File: src/rtl/mc6809_pkg.sv
// Shared definitions for the mc6809 E/Q clock-enable generator: phase encoding,
// speed encoding and an elaboration-time width helper.
package mc6809_pkg;

  typedef enum logic [2:0] {
    PH_Q0 = 3'd0,
    PH_Q1 = 3'd1,
    PH_Q2 = 3'd2,
    PH_Q3 = 3'd3,
    PH_QS = 3'd4
  } phase_t;

  localparam logic SPEED_SLOW = 1'b0;
  localparam logic SPEED_FAST = 1'b1;

  // Bits needed to hold 0..value-1, never less than one.
  function automatic int clog2_min1(input int value);
    int w;
    w = 0;
    for (int i = 0; i < 31; i++) begin
      if ((1 << i) < value) w = i + 1;
    end
    return (w < 1) ? 1 : w;
  endfunction

  // {E, Q} levels shown while in a given phase.
  function automatic logic [1:0] phase_levels(input phase_t ph);
    logic [1:0] eq;
    case (ph)
      PH_Q0:   eq = 2'b00;
      PH_Q1:   eq = 2'b01;
      PH_Q2:   eq = 2'b11;
      PH_Q3:   eq = 2'b10;
      PH_QS:   eq = 2'b10;
      default: eq = 2'b00;
    endcase
    return eq;
  endfunction

endpackage

File: src/rtl/mc6809_qtimer.sv
// Quarter-phase timer: counts 0..len_m1 and flags the last cycle of each quarter.
module mc6809_qtimer #(
  parameter int TW = 2
) (
  input  logic          clk,
  input  logic          rst,
  input  logic [TW-1:0] len_m1,
  output logic          end_of_quarter
);

  logic [TW-1:0] cnt_q;
  logic [TW-1:0] cnt_d;

  always_comb begin
    end_of_quarter = (cnt_q == len_m1);
    cnt_d          = end_of_quarter ? '0 : cnt_q + TW'(1);
  end

  always_ff @(posedge clk) begin
    if (rst) cnt_q <= '0;
    else     cnt_q <= cnt_d;
  end

endmodule

File: src/rtl/mc6809_clkgen.sv
// E/Q quadrature clock-enable generator with run-time speed select and
// capped MRDY-style stretching of the E-high phase.
module mc6809_clkgen
  import mc6809_pkg::*;
#(
  parameter int QUARTER_SLOW = 3,
  parameter int QUARTER_FAST = 1,
  parameter int STRETCH_MAX  = 10
) (
  input  logic CLK_ROOT,
  input  logic RESET,
  input  logic SPEED,
  input  logic nMRDY,
  output logic E,
  output logic Q,
  output logic CE_E_FALL,
  output logic CE_Q_FALL,
  output logic CE_E_RISE,
  output logic CE_Q_RISE,
  output logic STRETCHING
);

  localparam int QMAX = (QUARTER_SLOW > QUARTER_FAST) ? QUARTER_SLOW : QUARTER_FAST;
  localparam int TW   = clog2_min1(QMAX);
  localparam int SW   = clog2_min1(STRETCH_MAX + 1);

  localparam logic [TW-1:0] SLOW_M1     = TW'(QUARTER_SLOW - 1);
  localparam logic [TW-1:0] FAST_M1     = TW'(QUARTER_FAST - 1);
  localparam logic [SW-1:0] STRETCH_LIM = SW'(STRETCH_MAX);

  phase_t        phase_q, phase_d;
  logic [SW-1:0] stretch_cnt_q, stretch_cnt_d;
  logic          spd_q, spd_d;
  logic          e_q, e_d;
  logic          q_q, q_d;
  logic          stretching_q, stretching_d;

  logic          eoq;
  logic [TW-1:0] len_m1;
  logic          ce_e_fall, ce_q_fall, ce_e_rise, ce_q_rise;

  // Quarter length only changes at E-fall, which is also a timer restart.
  assign len_m1 = (spd_q == SPEED_FAST) ? FAST_M1 : SLOW_M1;

  mc6809_qtimer #(.TW(TW)) u_qtimer (
    .clk            (CLK_ROOT),
    .rst            (RESET),
    .len_m1         (len_m1),
    .end_of_quarter (eoq)
  );

  always_comb begin
    phase_d       = phase_q;
    stretch_cnt_d = stretch_cnt_q;
    spd_d         = spd_q;
    ce_e_fall     = 1'b0;
    ce_q_fall     = 1'b0;
    ce_e_rise     = 1'b0;
    ce_q_rise     = 1'b0;
    if (eoq) begin
      case (phase_q)
        PH_Q0: begin
          ce_q_rise = 1'b1;
          phase_d   = PH_Q1;
        end
        PH_Q1: begin
          ce_e_rise = 1'b1;
          phase_d   = PH_Q2;
        end
        PH_Q2: begin
          ce_q_fall = 1'b1;
          phase_d   = PH_Q3;
        end
        PH_Q3, PH_QS: begin
          if (!nMRDY && (stretch_cnt_q < STRETCH_LIM)) begin
            phase_d       = PH_QS;
            stretch_cnt_d = stretch_cnt_q + SW'(1);
          end else begin
            ce_e_fall     = 1'b1;
            phase_d       = PH_Q0;
            stretch_cnt_d = '0;
            spd_d         = SPEED;
          end
        end
        default: phase_d = PH_Q0;
      endcase
    end
    {e_d, q_d}   = phase_levels(phase_d);
    stretching_d = (phase_d == PH_QS);
  end

  always_ff @(posedge CLK_ROOT) begin
    if (RESET) begin
      phase_q       <= PH_Q0;
      stretch_cnt_q <= '0;
      spd_q         <= SPEED_SLOW;
      e_q           <= 1'b0;
      q_q           <= 1'b0;
      stretching_q  <= 1'b0;
    end else begin
      phase_q       <= phase_d;
      stretch_cnt_q <= stretch_cnt_d;
      spd_q         <= spd_d;
      e_q           <= e_d;
      q_q           <= q_d;
      stretching_q  <= stretching_d;
    end
  end

  // With one-cycle quarters the timer ends every cycle, so strobes are held off under reset.
  assign CE_E_FALL  = ce_e_fall & ~RESET;
  assign CE_Q_FALL  = ce_q_fall & ~RESET;
  assign CE_E_RISE  = ce_e_rise & ~RESET;
  assign CE_Q_RISE  = ce_q_rise & ~RESET;
  assign E          = e_q;
  assign Q          = q_q;
  assign STRETCHING = stretching_q;

endmodule

File: config.mk
export PLATFORM = sky130hd
export DESIGN_NAME = mc6809_clkgen
export DESIGN_NICKNAME = d
export VERILOG_FILES = /design/src/rtl/mc6809_pkg.sv /design/src/rtl/mc6809_qtimer.sv /design/src/rtl/mc6809_clkgen.sv
export SDC_FILE = /design/constraint.sdc
export NUM_CORES = 1
export LEC_CHECK = 0
export BUFFER_PORTS_ARGS = -buffer_cell sky130_fd_sc_hd__buf_4
export CAP_MARGIN = 20
export CELL_PAD_IN_SITES_DETAIL_PLACEMENT = 0
export CELL_PAD_IN_SITES_GLOBAL_PLACEMENT = 2
export CORE_MARGIN = 2
export CORE_UTILIZATION = 25
export DETAILED_ROUTE_END_ITERATION = 12
export PLACE_DENSITY_LB_ADDON = 0.1
export SLEW_MARGIN = 20
export SYNTH_ARGS = -nofsm -noshare
export SYNTH_HDL_FRONTEND = slang
export SYNTH_SLANG_ARGS = --single-unit
File: constraint.sdc
create_clock -name CLK_ROOT -period 2.1 [get_ports CLK_ROOT]
set_input_delay 0.105 -clock CLK_ROOT [delete_from_list [all_inputs] [get_ports CLK_ROOT]]
set_output_delay 0.105 -clock CLK_ROOT [all_outputs]
set_load 0.1 [all_outputs]
==> metrics.md <==
| Metric | Value |
|---|---|
| Grt met2 use | 0.139 |
| Cts hold-fix bufs | 0 |
| Dpl ws | 0.291 ns |
| Worst hold path stage count | 3 |
| HPWL Detailed | 907 µm |
| Crit path max-delay family | simple AND/OR/NAND/NOR gates |
| Finish-stage setup viols | 0 |
| H-tree levels | 1 |
| # DRC | 0 |
| Clock Power Share | 0.323 |
| Ranking of synthesized cells by area | dfxtp_1 (39%), nand2b_1 (4.7%), nor2_1 (3.4%), a211oi_4 (3.0%), a21oi_1 (3.0%) |
| CP max FO | 9 |
| DIE HEIGHT | 55.4 µm |
| Final ANT Viol Nets | 0 |
| Clk_lat worst skew | 0.27 ns |
| Hold crit path type | in -> reg |
| Crit path capture type | output pin |
| Status | completed |
| CP max stage delay | 0.41 ns |
| Global Route met3 Usage | 0.0515 |
| Global-route wire length before repair | 2270 µm |
| GRT Total Usage | 0.0932 |
| CP bufs+invs | 1 |
| Root Driver | clkbuf_4 |
| Worst vdd rail ir drop | 271 µV |
| Multi-input gate area in the final layout | 387 µm² |
| Crit Path Category | reg -> out |
| Final Hold Fails | 0 |
| List of most frequent post-synthesis cells | dfxtp_1 (13), nor2_1 (6), nand2b_1 (5) |
| Area leader, netlist | dfxtp_1 |
| Clock sinks | 13 |
| Worst R2R Path Depth | 5 |
| Vias per Instance | 4.64 |
| Drt wl/cell | 10.7 µm |
| PwrDens | 575 mW/mm² |
| Share of flip-flops with an asynchronous set or reset | 0 |
| Synthesized flop and latch total | 13 |
| Chip width | 55.4 µm |
| I/O pin count | 11 |
| CP Cell Sequence | or3b_4, a211oi_4, and2b_2, and2b_2, buf_6 |
| DR iter-0 viols | 6 |
| Internal power | 0.350 mW |
| CP Depth | 5 |
| TritonRoute pass-1 iters | 4 |
| Syn Nets | 78 |
| Critical Path Slowest Stage Cell | or3b_4 |
| Syn Inst Count | 73 |
| Initial antenna violation count | 0 |
| Clock skew | 0.000567 ns |
| Gr ovfl total | 0 |
| Final net count | 93 |
| Final max-slew violation count | 0 |
| Data required time of the worst path | 2.00 ns |
| Clk pin slew, worst setup/hold paths | 0.08 ns |
| Synthesized area per cell | 9.03 µm² |
| Most frequent cell after synthesis | dfxtp_1 |
| Grt peak-use layer | met2 |
| Crit path DAT | 1.86 ns |
| Initial Utilization | 0.266 |
| Worst-Margin Slew | 0.526 ns |
| TritonCTS Buffers | 3 |
| DRT Wirelength | 1250 µm |
| Cell Area, Synth | 659 µm² |
| PnR worst setup slack | 0.135 ns |
| Register Area | 262 µm² |
| Switching pwr | 0.128 mW |
| Area Growth Syn to Fin | 26.2% |
| Sequential group share of total power | 0.541 |
| RSZ-0062 raised after global routing | no |
| Max Clk Rate | 509 MHz |
| CP startpoint kind | flop |
| Post-placement cell area | 801 µm² |
| Port Buf Inserts | 10 |
| GP Congestion | 0.628 |
| Fin crit share | 0.936 |
| Vias post-DR | 543 |
| Die Area | 0.00306 mm² |
| Post-synth EDFFs | 0 |
| Number of global-route vias before repair | 510 |
| Setup repair bufs after CTS | 0 |
| Static leakage | 0.311 nW |
| Switch share | 0.267 |
| Met1 usage | 0.117 |
| Clock Tree Buf Depth | 2 |
| Largest net degree at the start of global routing | 19 |
| Fill cell count | 276 |
| Synth cell types | 34 |
| Relative slew slack | 0.647 |
| Layout cells sized above 1 | 0.345 |
| Core ar. | 0.00248 mm² |
| Top cell by count, worst path | and2b_2 |
| Combinational power share | 0.136 |
| Max_cap viols | 0 |
| Sequential area share after synthesis | 0.395 |
| Core Rows | 18 |
| ANT cells | 0 |
| Share of the synthesized area in the top cell type | 0.395 |
| Fin crit period | 1.97 ns |
| YS warnings | 0 |
| Synth Flop Type | dfxtp_1 |
| CTS tree | yes |
| Finished Cell Area | 832 µm² |
[power by group through the flow]
| stage | combinational, mW | sequential (mW) | clock, mW |
|---|---|---|---|
| after detailed placement | 0.0657 | 0.265 | 0 |
| after global placement | 0.0670 | 0.265 | 0 |
| after floorplan | 0.0361 | 0.276 | 0 |
| after global routing | 0.0712 | 0.260 | 0.175 |
| after CTS | 0.0658 | 0.259 | 0.162 |
| final | 0.0653 | 0.259 | 0.154 |
[path summary, 6_finish.rpt]
kind	from	to	slack [ns]
max	phase_q[2]$_SDFF_PP0_	CE_E_FALL	0.13
min	SPEED	spd_q$_SDFFE_PP0P_	0.11
max reg2reg	spd_q$_SDFFE_PP0P_	stretch_cnt_q[0]$_SDFFE_PP0P_	0.49
min reg2reg	spd_q$_SDFFE_PP0P_	spd_q$_SDFFE_PP0P_	0.51
[stage by stage]
step | total power, mW | TNS [ns] | utilization | hold slack (ns) | instances
after floorplan | 0.312 | -0.366 | - | 0.260 | 73
after global placement | 0.332 | 0 | 0.323 | 0.399 | 113
after detailed placement | 0.331 | 0 | 0.323 | 0.386 | 113
after CTS | 0.487 | 0 | 0.335 | 0.0943 | 117
after global routing | 0.507 | 0 | 0.336 | 0.104 | 117
final | 0.478 | 0 | 0.336 | 0.105 | 117
[sequential cells by signal (all words and copies together) (netlist names)]
signal	cells
Q	1
u_qtimer.cnt_q	2
STRETCHING	1
stretch_cnt_q	4
E	1
phase_q	3
spd_q	1
[cell families after synthesis]
family | count (synthesis) | synth area share
fa+ha+maj | 1 | 0.0190
simple gates | 32 | 0.281
flops | 13 | 0.395
buf+inv | 6 | 0.0398
mux | 3 | 0.0474
xor+xnor | 2 | 0.0266
compound gates | 16 | 0.192
[worst register-to-register path, delay by kind of cell, from the launching register on]
| kind | cells | cell delay, ns |
|---|---|---|
| flops | 1 | 0.34 |
| compound gates | 2 | 0.11 |
| xor+xnor | 1 | 0.46 |
| buf+inv | 1 | 0.18 |
| simple gates | 1 | 0.44 |
[layout make-up]
type / instances / share of cell area
Inverter: 1 / 0.00451
Sequential cell: 13 / 0.314
Multi-Input combinational cell: 54 / 0.465
Timing Repair Buffer: 15 / 0.140
Tap cell: 30 / 0.0451
Clock buffer: 4 / 0.0316
[timing repair]
| action | 4_1_cts | 5_1_grt |
|---|---|---|
| gates resized for setup | 1 | 1 |
| setup endpoints to repair | 1 | 1 |
| cloned | 0 | 0 |
[per-layer routing]
layer  up-vias  share of wire
met5         -              0
met4         0         0.0096
met3         2          0.061
met2         9           0.44
met1       248           0.48
li1        284              -
[cells in the final DEF, fill, tap and decap left out, drive strengths merged]
| master | Yosys | routed |
|---|---|---|
| nand4 | 1 | 1 |
| o21ai | 1 | 1 |
| buf | 1 | 15 |
| xnor2 | 2 | 2 |
| o21bai | 2 | 2 |
| nand3 | 1 | 1 |
| a211oi | 1 | 1 |
| nor2 | 6 | 6 |
| or2 | 1 | 1 |
| a31oi | 1 | 1 |
| inv | 1 | 1 |
| o22ai | 1 | 1 |
| nor2b | 2 | 2 |
| o31ai | 1 | 1 |
| nand2b | 5 | 5 |
| nand3b | 2 | 2 |
| dfxtp | 13 | 13 |
| clkbuf | 4 | 4 |
| and2b | 2 | 2 |
| mux2 | 1 | 1 |
| nand2 | 4 | 4 |
| o21a | 1 | 1 |
| o31a | 1 | 1 |
| a21oi | 4 | 4 |
| ha | 1 | 1 |
| nor3 | 4 | 4 |
| o32ai | 1 | 1 |
| a41oi | 1 | 1 |
| mux2i | 2 | 2 |
| or3b | 2 | 2 |
| nor3b | 2 | 2 |
| a21o | 1 | 1 |
No activity file was read; power rests on OpenSTA's default activity.
